## config.mk

```make
export PLATFORM = sky130hd
export DESIGN_NAME = fir_result_fifo
export DESIGN_NICKNAME = d
export VERILOG_FILES = /design/src/rtl/fir_result_fifo.sv
export SDC_FILE = /design/constraint.sdc
export NUM_CORES = 1
export LEC_CHECK = 0
export ABC_AREA = 1
export ABC_CLOCK_PERIOD_IN_PS = 2530
export CAP_MARGIN = 20
export CORE_UTILIZATION = 50
export DETAILED_ROUTE_END_ITERATION = 10
export MAX_ROUTING_LAYER = met4
export PLACE_DENSITY = 0.7
export SYNTH_ARGS = -nofsm -noshare
export SYNTH_HDL_FRONTEND = slang
export SYNTH_SLANG_ARGS = --single-unit
```

## constraint.sdc

```tcl
create_clock -name clk -period 2.53 [get_ports clk]
set_input_delay 0.506 -clock clk [delete_from_list [all_inputs] [get_ports clk]]
set_output_delay 0.506 -clock clk [all_outputs]
set_load 0.005 [all_outputs]
```

## src/rtl/fir_result_fifo.sv

```systemverilog
// rtl/fir_result_fifo.sv - FIR result capture FIFO with valid/ready output and drop accounting
//
// Purpose:
//   Captures one FIR result per rising edge of dav, buffers it in a small
//   circular FIFO and presents the head through a first-word-fall-through
//   valid/ready port. Results arriving while the FIFO is full (and not being
//   drained in the same cycle) are dropped and counted.
//
// Ports:
//   clk            system clock, posedge
//   reset          asynchronous active-high reset
//   sum            signed FIR result, sampled on the rising edge of dav
//   dav            FIR data-available strobe
//   outData        head-of-FIFO result, 0 when outValid is low
//   outValid       outData holds a valid result
//   outReady       consumer accepts outData this cycle
//   count          stored entries, 0..Depth
//   full / empty   count==Depth / count==0
//   overflow       sticky flag, a result was dropped
//   dropCnt        saturating count of dropped results
//   clearOverflow  synchronous clear of overflow and dropCnt

module fir_result_fifo #(
  parameter int DataWidth = 8,
  parameter int Depth     = 8,
  parameter int PtrWidth  = 3,
  parameter int DropWidth = 8
) (
  input  logic                 clk,
  input  logic                 reset,
  input  logic [DataWidth-1:0] sum,
  input  logic                 dav,
  output logic [DataWidth-1:0] outData,
  output logic                 outValid,
  input  logic                 outReady,
  output logic [PtrWidth:0]    count,
  output logic                 full,
  output logic                 empty,
  output logic                 overflow,
  output logic [DropWidth-1:0] dropCnt,
  input  logic                 clearOverflow
);

  logic [DataWidth-1:0] mem [Depth];
  logic [PtrWidth-1:0]  wrPtr;
  logic [PtrWidth-1:0]  rdPtr;
  logic [PtrWidth-1:0]  rdPtrNext;
  logic [PtrWidth:0]    countNext;
  logic [DataWidth-1:0] headNext;
  logic                 davPrev;
  logic                 push;
  logic                 pop;
  logic                 accept;
  logic                 drop;

  assign full   = (count == (PtrWidth+1)'(Depth));
  assign empty  = (count == '0);
  assign push   = dav & ~davPrev;
  assign pop    = outValid & outReady;
  // A full FIFO still accepts when the head leaves in the same cycle.
  assign accept = push & (~full | pop);
  assign drop   = push & full & ~pop;

  always_comb begin
    countNext = count;
    if (accept && !pop) begin
      countNext = count + 1'b1;
    end else if (!accept && pop) begin
      countNext = count - 1'b1;
    end
  end

  assign rdPtrNext = pop ? rdPtr + PtrWidth'(1) : rdPtr;

  // The registered head must see a result written on this same edge: when
  // the write slot is the next head (push into empty, or push+pop with one
  // entry), bypass the array and take sum directly.
  always_comb begin
    headNext = '0;
    if (countNext != '0) begin
      if (accept && (wrPtr == rdPtrNext)) begin
        headNext = sum;
      end else begin
        headNext = mem[rdPtrNext];
      end
    end
  end

  // Storage has no reset; its contents are meaningless until written.
  always_ff @(posedge clk) begin
    if (accept) begin
      mem[wrPtr] <= sum;
    end
  end

  always_ff @(posedge clk or posedge reset) begin
    if (reset) begin
      wrPtr    <= '0;
      rdPtr    <= '0;
      count    <= '0;
      davPrev  <= 1'b0;
      outValid <= 1'b0;
      outData  <= '0;
    end else begin
      davPrev  <= dav;
      if (accept) begin
        wrPtr <= wrPtr + PtrWidth'(1);
      end
      rdPtr    <= rdPtrNext;
      count    <= countNext;
      outValid <= (countNext != '0);
      outData  <= headNext;
    end
  end

  // A drop in the same cycle as clearOverflow wins, restarting the count at 1.
  always_ff @(posedge clk or posedge reset) begin
    if (reset) begin
      overflow <= 1'b0;
      dropCnt  <= '0;
    end else if (drop) begin
      overflow <= 1'b1;
      if (clearOverflow) begin
        dropCnt <= DropWidth'(1);
      end else if (dropCnt != '1) begin
        dropCnt <= dropCnt + DropWidth'(1);
      end
    end else if (clearOverflow) begin
      overflow <= 1'b0;
      dropCnt  <= '0;
    end
  end

endmodule
```

# Yosys cells after proc, flatten, opt, wreduce, memory -nomap -nowiden
# Memories as Yosys holds them, arrays and structs flattened.
# Index checks and enable logic that the tools add are counted.
[op_classes] addsub=5 mul=0 div=0 magnitude_cmp=0 n_eq_ne=3 shifts=0 muxes=13 bitwise_logic=9 n_reduce_logical=10
[op_table] cell="$mux W8" count=6
[op_table] cell="$add A8 B1 Y8 const B" count=1
[op_table] cell="$mux W4" count=2
[op_table] cell="$ne A8 B8 Y1 const B" count=1
[op_table] cell="$add A3 B1 Y3 const B" count=2
[op_table] cell="$and A1 B1 Y1" count=5
[op_table] cell="$add A4 B1 Y4 const B" count=1
[op_table] cell="$eq A4 B4 Y1 const B" count=1
[op_table] cell="$logic_not A4 Y1" count=1
[op_table] cell="$mux W1" count=4
[op_table] cell="$reduce_bool A2 Y1" count=2
[op_table] cell="$reduce_bool A4 Y1" count=1
[op_table] cell="$sub A4 B1 Y4 const B" count=1
[op_table] cell="$eq A3 B3 Y1" count=1
[op_table] cell="$logic_and A1 B1 Y1" count=3
[op_table] cell="$mux W3" count=1
[op_table] cell="$not A1 Y1" count=3
[op_table] cell="$logic_not A1 Y1" count=2
[op_table] cell="$reduce_and A2 Y1" count=1
[op_table] cell="$or A1 B1 Y1" count=1
[word_totals] reg_bits=29 latch_bits=0 ram_bits=64 romBits=0 inputBits=13 out_inout_bits=24 word_cells=49 mem_count=1
[mem_list] memory="mem" depth=8 width=8 rd=1 rd_ports_with_merged_regs=0 write_ports=1 line_no="44" source="logic [DataWidth-1:0] mem [Depth];"

# Depth between registers and ports, before layout
[logic_depth] ltp_word=10 ltp_mapped=12 ltp_nobuf=11

# Worst setup path before layout
# Ideal clock, no wire load.
[synth_path] path_type="reg2reg" from="register count[0]" to="memory mem[0][0], enable pin" setup_time_ns=0.370 arrival_time_ns=1.644 required_ns=2.160 setup_slack_ns=0.516 stages_incl_launch_ff=10 path_buffers=0 synth_period_minus_slack_ns=2.014 cell_sequence="dfrtp_1 > inv_1 > ha_1 > nand3_1 > nor2_2 > inv_4 > nand2_2 > inv_1 > nand2_1 > nor2_1"
[synth_via] elab_chain_len=6
[synth_lines] item="from (decl)" line_no="36" source="output logic [PtrWidth:0] count,"
[synth_lines] item="from (signal assigned)" line_no="110" source="count <= countNext;"
[synth_lines] item="$eq A4 B4 Y1" line_no="56" source="assign full = (count == (PtrWidth+1)'(Depth));"
[synth_lines] item="$not A1 Y1" line_no="61" source="assign accept = push & (~full | pop);"
[synth_lines] item="$or A1 B1 Y1" line_no="61"
[synth_lines] item="$and A1 B1 Y1" line_no="61"
[synth_lines] item="$mux W1" line_no="91" source="if (accept) begin"
[synth_lines] item="$mux W1 (implied by the code)" line_no="92" source="mem[wrPtr] <= sum;"
[synth_lines] item="to (decl)" line_no="44"
# No other way between the ends.

# Worst setup path after layout
[layout_path] from="register count[0]" to="output port empty"
[layout_via] elab_chain_len=1
[layout_lines] item="$logic_not A4 Y1" line_no="57" source="assign empty = (count == '0);"
[layout_lines] item="to (decl)" line_no="38" source="output logic empty,"
# No other way between the ends.

==> results <==
- The mapped netlist covers 4460 um2.
- The maximum clock path buffer count is 2.
- 37 I/O pins were placed.
- STA classifies the critical path endpoint as an output pin.
- In the synthesized netlist the dominant register cell turns out to be edfxtp_1.
- In the synthesized netlist the async set-or-reset flop fraction comes to 31.2%.
- The number of buffers inserted by hold repair at cts is 0.
- After detailed routing, no signal wire sits above met4.
- Net switching is 40.4% of the power.
- The vias per cell is 5.10.
- The post-detailed-placement half-perimeter wirelength is 6.49 mm.
- Of the post-synthesis cell area, the dominant cell type holds 43.0%.
- For this block, the initial DRC count from the detailed router was 263.
- Of the total power, registers draw 37.6%.
- The adder and majority gate portion of the synthesized area is 1.40%.
- The die covers 9310 um2.
- In this run, synthesis produced a sequential element count of 93.
- The net total in the final layout is 529.
- The clock power share is 16.9%.
- The starting utilization of the core area is 51.4%.
- Dividing the detail-routed wire length by the instance count gives 14.4 um.
- Of the available clock period, the critical path in the final layout requires 93.2%.
- The total of max-cap violations is 0.
- The standard cell core area is 8680 um2.
- The category of the most critical setup path is flop to output pin.
- The global-route wire length before repair is 14.4 mm.
- In this run the vertical extent of the chip is 96.5 um.
- The latest clock arrival within the worst-skew pair is 0.36 ns.
- The total routing usage reported by global routing is 22.1%.
- Of the cells placed in the final design, the portion with a size suffix greater than 1 is 13.8%.
- The count of port buffers added during placement is 36.
- Ranked by instance count, the synthesized netlist is headed by nand2_1, inv_1, nand3_1, edfxtp_1, dfrtp_1.
- The tree is rooted in a clkbuf_8.
- The remaining global-route overflow is 0.
- The first-pass iteration count of the detailed router is 4.
- The final critical-path setup slack is 0.172 ns.
- The largest voltage drop on the vdd net is 0.000485 V.
- The static leakage power is 2.29 nW.
- The largest fanout on the critical path is 6.
- Synthesis produced 455 cells.
- The amount of wire on met2 after detailed routing is 4.30 mm.
- The area growth from synthesis to layout is 17.3%.
- The most used standard cell by instance count after synthesis is nand2_1.
- STA puts the critical path data required time at 2.02 ns.
- After clock tree synthesis, the clock-pin slew on the worst setup and hold paths is 0.09 ns.
- The die width is 96.5 um.
- In this run the power density over the cells is 1020 nW/um2.
- The post-place setup slack is 0.143 ns.
- The maximum operating frequency is 424 MHz.
- The number of distinct library cell variants in the gate-level netlist after synthesis is 31.
- The largest area contributor in the netlist is edfxtp_1.
- After routing the design area is 5240 um2.
- The number of nets in the synthesized netlist is 473.
- The sum of internal, switching and leakage power is 0.00534 W.
- The maximum clock skew at final layout is 0.00798 ns.
- Entering global routing, the biggest net connects 30 pins.
- The CTS tree is yes.
- In the final routing, the length of wire on met1 measures 3.94 mm.
- The final hold violation count is 0.
- The number of global-route vias before repair came to 2996.
- The floorplan has 34 rows.
- TritonCTS created 9 clock buffers.
- The number of synthesis warnings is 0.
- Summed over all layers, the routed wires come to 8.97 mm.
- The critical path arrival is 1.85 ns.
- The synthesized area per cell is 9.81 um2.
- The run finished with clean final reports.
- The post-route antenna net violation count is 0.
- The worst setup path is launched from a flop.
- The fraction of the mapped netlist area in compound gates is 2.49%.
- The share of total power dissipated in combinational logic is 45.5%.
- The instance area after placement is 5050 um2.
- The H-tree generated during clock tree synthesis spans 3 levels.
- Summed over all nets, the switching power comes to 0.00216 W.
- The number of flops mapped to enable cells by yosys is 64.
- Setup repair after global routing left no endpoint under its margin.
- Of the total synthesized cell area, the portion taken by XOR and XNOR cells is 0.392%.
- For this run, design rule violations remaining after detail routing come to 0.
- The number of setup violations in the final report is 0.
- The number of antenna diodes in the final layout is 0.
- The internal portion of total power is 0.00318 W.
- The final period demand of the worst path is 2.36 ns.
- The sequential-to-total area share from yosys stat is 59.3%.
- At the pin with the least slew margin, the transition time is 0.447 ns.
- After Yosys synthesis, and, or, nand and nor cells account for 29.0% of the synthesized area.
- The initial antenna violation count is 0.
- The worst pin sits at a relative slew slack of 70.1%.
- The tightest min-delay check is of the input pin to async pin type.
- Detailed routing placed a total of 640 um of wire on met3.
- The multiplexer share of the synthesized area is 0%.
- The final hold slack is 0.510 ns.
- The total clock sinks is 93.
- Summing over every cut layer, the via total after detailed routing is 3181.
- By area the synthesized netlist is led by edfxtp_1, dfrtp_1, nand2_1, nand3_1, inv_1.
- Routability-driven placement finished with a final weighted congestion of 0.846.
- The number of max-slew violations in the final report was 0.
- By area, the combinational part of the netlist is dominated by simple AND/OR/NAND/NOR gates.
- The setup TNS after final layout is 0 ns.
[metal layers]
| metal | up-vias | track usage [%] |
|---|---|---|
| met5 | - | - |
| met2 | 108 | 34.7 |
| met3 | 8 | 4.07 |
| li1 | 1610 | - |
| met1 | 1455 | 28.6 |
| met4 | 0 | 8.70 |
[path summary, 6_finish.rpt]
check	startpoint	to	slack [ns]	cells after the start
worst min register to register	overflow	overflow	0.53	2
worst max register to register	count[0]	mem[6][0]	0.52	10
worst max-delay path	count[0]	empty	0.17	5
worst min-delay path	reset	outData[4]	0.51	3
min in group clk	overflow	overflow	0.53	2
max in group asynchronous	reset	count[0]	1.73	3
[state kept, by name (all words and copies together) (netlist names)]
register	flops
mem	64
dropCnt	8
outData	8
count	4
rdPtr	3
wrPtr	3
davPrev	1
outValid	1
overflow	1
[worst max-delay path, cell delays in order (launching register included)]
cell	delay, ns
dfrtp_2	0.45
inv_1	0.10
ha_1	0.19
inv_1	0.07
nor3_1	0.15
clkdlybuf4s50_1	0.53
[cells by family after synthesis]
logic type                 count (synthesis)
and+or+nand+nor                          254
DFF                                       93
buffers and inverters                     82
AOI/OAI and AO/OA                         19
adders and majority gates                  5
xor gates and xnor gates                   2
[what timing repair did]
item,4_1_cts,5_1_grt
resized for setup,0,1
endpoints found under the setup margin,0,1
buffers inserted,0,0
[power groups by stage]
stage	combinational, W	clock [W]	sequential (W)
after floorplan	0.00162	0	0.00203
after global placement	0.00240	0	0.00204
after detailed placement	0.00242	0	0.00204
after CTS	0.00244	0.000922	0.00201
after global routing	0.00273	0.000982	0.00203
final	0.00243	0.000904	0.00201
[through the flow]
step                      utilization, %  std cells
after detailed placement            58.2        608
after global placement              58.2        608
after global routing                60.3        624
final                               60.3        624
after CTS                           60.3        624
after floorplan                        -        455
[cell usage in the layout, fill, tap and decap left out, types with 9 or more instances in the layout]
cell / instances
buf_4: 16
clkbuf_8: 9
clkdlybuf4s50_1: 36
dfrtp_1: 28
edfxtp_1: 64
inv_1: 68
nand2_1: 108
nand2_2: 9
nand3_1: 65
nand3b_1: 23
nor2_1: 17
nor2_2: 9
o21ai_0: 11
[layout make-up]
cell class / instances / area, um2
sequential: 93 / 2650
clock buffer: 9 / 124
clock inverter: 7 / 55.1
inverter: 74 / 284
tap: 108 / 135
multi-input combinational: 280 / 1490
timing repair buffer: 53 / 500
fill: 719 / 3440
No activity file was read; power rests on OpenSTA's default activity.
==> RTL edit 1: new RTL, config.mk and constraints unchanged <==
Make the reset (`reset`) synchronous in 2 clocked blocks. Comments in the files are not updated.
--- a/src/rtl/fir_result_fifo.sv
+++ b/src/rtl/fir_result_fifo.sv
@@ -93,7 +93,7 @@
     end
   end
 
-  always_ff @(posedge clk or posedge reset) begin
+  always_ff @(posedge clk) begin
     if (reset) begin
       wrPtr    <= '0;
       rdPtr    <= '0;
@@ -114,7 +114,7 @@
   end
 
   // A drop in the same cycle as clearOverflow wins, restarting the count at 1.
-  always_ff @(posedge clk or posedge reset) begin
+  always_ff @(posedge clk) begin
     if (reset) begin
       overflow <= 1'b0;
       dropCnt  <= '0;
Check against the original RTL: differs if reset is asserted again (counterexample within 4 cycles, from zero or initial values and one cycle with reset high); with reset held inactive, the same outputs for 10 cycles.
==> RTL edit 1 against the unedited design <==
  * Wire length rose by 5.5%
  * Clock skew rose by 0.0065 ns
  * Area after synthesis fell by 3.4%
  * Largest power group is now registers
  * Worst hold slack got worse by 0.039 ns
  * Highest routed layer unchanged
  * Critical path type unchanged
  * Clock power rose by 29%
  * Total power fell by 16%
  * Sequential cell count did not move
  * Worst setup slack improved by 0.026 ns
  * Critical path depth did not move
  * Design area fell by 1.0%
==> RTL edit 1: results (changes against the unedited design) <==
Unique masters post-synth - 28 (-9.7%)
Reg2reg end - mem[1][7]$_DFFE_PP_
WHS - 0.470 ns (-0.0393 ns)
Net Sw Power - 1.46 mW (-32%)
Starting DRT DRC Count - 199 (-24%)
Placed Instances - 624 (+2.6%)
HP Class - reg -> reg
# port buffers - 36 (unchanged)
Max H-tree Level - 3 (unchanged)
Worst Tran Pin Value - 0.456 ns (+0.00858 ns)
Footprint of the multi-input gates - 1540 µm² (+3.7%)
Worst flop-to-flop path startpoint - count[0]$_SDFF_PP0_
Non-clock buffering overhead - 0.107 (+0.0111)
Largest net degree at the start of global routing - 23 (-23%)
Crit path max fanout - 6 (unchanged)
FF/Latch Area - 2500 µm² (-5.5%)
Non-CTS buffers - 60 (+13%)
Drt wl/cell - 14.8 µm (+2.9%)
Vias in the first global route - 3091 (+3.2%)
Drt pass-1 iters - 5 (+1)
Final GP Congestion - 0.946 (+12%)
Net Count, Synth - 487 (+3.0%)
Post-Syn Area - 4310 µm² (-3.4%)
Outcome - complete, no violations
Commonest cells post-synth - nand2_1 (127), nand3_1 (80), edfxtp_1 (64)
First-pass GRT wire length - 15200 µm (+5.1%)
Reg-to-reg setup timing slack - 0.43 ns (-0.09 ns)
Worst Skew - 0.0145 ns (+0.00650 ns)
Fillers - 714 (-0.70%)
Synth Warn # - 0 (unchanged)
Seq cells - 93 (unchanged)
Max VDD drop - 0.415 mV (-15%)
DP Area - 4940 µm² (-2.2%)
Gr usage total - 0.235 (+0.0134)
#MultiIn Comb - 310 (+11%)
CLK BUF - 10 (+1)
Sequential fraction of the synthesis area - 0.580 (-0.0127)
Share of cells above drive strength 1 - 0.116 (-0.0217)
Post-Place Worst Slack - 0.130 ns (-0.0124 ns)
Clock buf/inv share - 0.0459 (+0.0117)
Clock transition at path regs - 0.10 ns
Vias per Instance - 5.18 (+1.6%)
Ys async rst share - 0 (-0.312)
Crit path DAT - 1.83 ns (-0.02 ns)
Nets - 548 (+3.6%)
Post-Syn Area per Cell - 9.19 µm² (-6.3%)
Routed vias - 3315 (+4.2%)
Top post-synthesis cells by area - edfxtp_1 (45%), dfxtp_1 (13%), nand2_1 (11%)
Biggest regs - mem x64, dropCnt x8, outData x8
DP HPWL - 6830 µm (+5.3%)
Clk_lat worst skew - 0.35 ns
Clk root buf - clkbuf_8
Non-clk invs - 56 (-24%)
Finished Cell Area - 5180 µm² (-1.0%)
Lkg Pwr - 2.17 nW (-5.3%)
RTL edit 1: worst max-delay path by stage:
stage	start	endpoint	slack, ns	cells past startpoint
2_1_floorplan	count[0]$_SDFF_PP0_	mem[7][0]$_DFFE_PP_	0.47	9
3_3_place_gp	outReady	mem[1][3]$_DFFE_PP_	0.17	10
3_5_place_dp	outReady	mem[1][1]$_DFFE_PP_	0.13	10
4_1_cts	count[0]$_SDFF_PP0_	empty	0.17	5
5_1_grt	count[0]$_SDFF_PP0_	empty	0.05	5
6_report	count[0]$_SDFF_PP0_	empty	0.20	5
RTL edit 1: power by group through the flow:
stage / clock network, mW / registers [mW] / logic (mW)
2_1_floorplan: 0 / 1.84 / 0.937
3_3_place_gp: 0 / 1.85 / 1.45
3_5_place_dp: 0 / 1.85 / 1.46
4_1_cts: 1.18 / 1.82 / 1.47
5_1_grt: 1.24 / 1.83 / 1.64
6_report: 1.17 / 1.82 / 1.47
RTL edit 1: metal layers:
metal  vias up  GRT usage  part of all wire
met4         0     0.0934             0.017
met2       107      0.364              0.47
met1      1515      0.311              0.47
met3        14     0.0330             0.052
met5         -          -                 0
li1       1679          -                 -
RTL edit 1: logic make-up after synthesis:
family	Yosys count	synth area share
AO/OA/AOI/OAI	21	0.0281
XOR/XNOR	1	0.00203
adder cells (fa/ha/maj)	5	0.0145
buffers and inverters	66	0.0618
flip-flops	93	0.580
AND/OR/NAND/NOR	283	0.313
RTL edit 1: critical path, stage by stage (launching register included):
cell	delay, ns
dfxtp_1	0.35
inv_1	0.18
ha_1	0.23
inv_1	0.07
nor3_1	0.13
clkdlybuf4s50_1	0.53
==> RTL edit 2: new RTL, same settings <==
Made on the original files. The parameter `PtrWidth` goes from 3 to 2.
--- a/src/rtl/fir_result_fifo.sv
+++ b/src/rtl/fir_result_fifo.sv
@@ -23,7 +23,7 @@
 module fir_result_fifo #(
   parameter int DataWidth = 8,
   parameter int Depth     = 8,
-  parameter int PtrWidth  = 3,
+  parameter int PtrWidth  = 2,
   parameter int DropWidth = 8
 ) (
   input  logic                 clk,
Ports: changed (resized count); port bits go from 37 to 36. The function was not compared with the original's and may differ.
==> RTL edit 2 against the unedited design <==
  * Die area decreased by 38%
  * Design area down 36%
  * Critical path depth is 1 lower
  * First-iteration DRC count down 63%
  * Worst setup slack gained 0.14 ns
  * Area after synthesis is 38% lower
  * Register-to-register slack got worse by 0.10 ns
  * Largest power group unchanged
  * Clock power fell by 12%
  * Wire length shrank 40%
  * Total power down 35%
  * Highest routed layer unchanged
  * Sequential cell count is 35 lower
==> RTL edit 2: results (changes against the unedited design) <==
Placed Instances - 397 (-35%)
Worst Skew - 0.00680 ns (-0.00118 ns)
Clk_lat worst skew - 0.33 ns (-0.03 ns)
Adder-cell area share of the yosys netlist - 0.0364 (+0.0224)
Sequential fraction of the synthesis area - 0.586 (-0.00733)
Fillers - 458 (-36%)
Reg-to-reg setup timing slack - 0.42 ns (-0.10 ns)
Post-Syn Area per Cell - 9.39 µm² (-4.3%)
Final GP Congestion - 0.799 (-5.6%)
Largest net degree at the start of global routing - 27 (-10%)
First-pass GRT wire length - 9250 µm (-36%)
Routed vias - 2079 (-35%)
Ys async rst share - 0.448 (+0.136)
Crit path DAT - 1.72 ns (-0.13 ns)
Biggest regs - mem x32, dropCnt x8, outData x8
Max VDD drop - 0.560 mV (+15%)
Top post-synthesis cells by area - edfxtp_1 (35%), dfrtp_1 (24%), nand2_1 (10%)
Worst Tran Pin Value - 0.763 ns (+0.316 ns)
Clock transition at path regs - 0.06 ns (-0.03 ns)
Unique masters post-synth - 23 (-26%)
Vias in the first global route - 1931 (-36%)
Gr usage total - 0.218 (-0.00287)
Net Count, Synth - 314 (-34%)
Post-synth EDFFs - 32 (-50%)
Lkg Pwr - 1.54 nW (-33%)
DP HPWL - 3790 µm (-42%)
Xor/xnor share of the synthesized area - 0.00637 (+0.00244)
Compound-Gate Fraction of Synth Area - 0.0291 (+0.00416)
DP Area - 3190 µm² (-37%)
Outcome - complete, no violations
# port buffers - 35 (-2.8%)
RTL edit 2: cell count changes after synthesis, sizes merged, moves of 3 or more:
cell,change
nand4,-5
edfxtp,-32
inv,-31
o21ai,-3
nand3,-15
nand3b,-22
ha,+3
dfrtp,-3
nor2,-5
nor3,-3
nand2,-40
RTL edit 2: cell families after synthesis:
logic type / count (synthesis)
adder cells (fa/ha/maj): 8
AO/OA/AOI/OAI: 15
buffers and inverters: 47
XOR/XNOR: 2
flip-flops: 58
AND/OR/NAND/NOR: 163
RTL edit 2: area by class of cell:
cell class / count / area [µm²] / area share
flip-flops and latches: 58 / 1610 / 0.478
inverters: 42 / 158 / 0.0468
clock inverters: 7 / 60.1 / 0.0178
well taps: 70 / 87.6 / 0.0260
multi-input cells: 188 / 948 / 0.281
clock buffers: 9 / 124 / 0.0368
repair buffers: 39 / 380 / 0.113
RTL edit 2: critical path, stage by stage, from the launching register on:
cell and delay [ns]:
dfrtp_1 0.41, inv_1 0.09, ha_1 0.15, ha_1 0.22, clkdlybuf4s50_1 0.52
RTL edit 2: how the worst max path moves through the flow:
stage,from,to
5_1_grt,count[0]$_DFF_PP0_,full
3_3_place_gp,outReady,outData[1]$_DFF_PP0_
3_5_place_dp,outReady,outData[1]$_DFF_PP0_
4_1_cts,count[0]$_DFF_PP0_,full
2_1_floorplan,count[0]$_DFF_PP0_,mem[0][0]$_DFFE_PP_
6_report,count[0]$_DFF_PP0_,full
RTL edit 2: layer usage:
layer / up-vias / share of wire / track usage
li1: 1036 / - / -
met1: 977 / 0.46 / 0.283
met2: 60 / 0.48 / 0.333
met3: 6 / 0.054 / 0.0551
met4: 0 / 0.0098 / 0.0846
met5: - / 0 / -
RTL edit 2: power breakdown:
group	switching [mW]	total [mW]	internal (mW)
registers	0.101	1.30	1.20
logic	0.808	1.35	0.540
clock network	0.356	0.798	0.442
total	1.27	3.44	2.18
RTL edit 2: stage by stage:
stage | hold WS, ns | setup WS, ns
3_5_place_dp | 0.486 | 0.138
4_1_cts | 0.515 | 0.292
3_3_place_gp | 0.466 | 0.154
6_report | 0.506 | 0.308
2_1_floorplan | 0.474 | 0.668
5_1_grt | 0.557 | 0.214
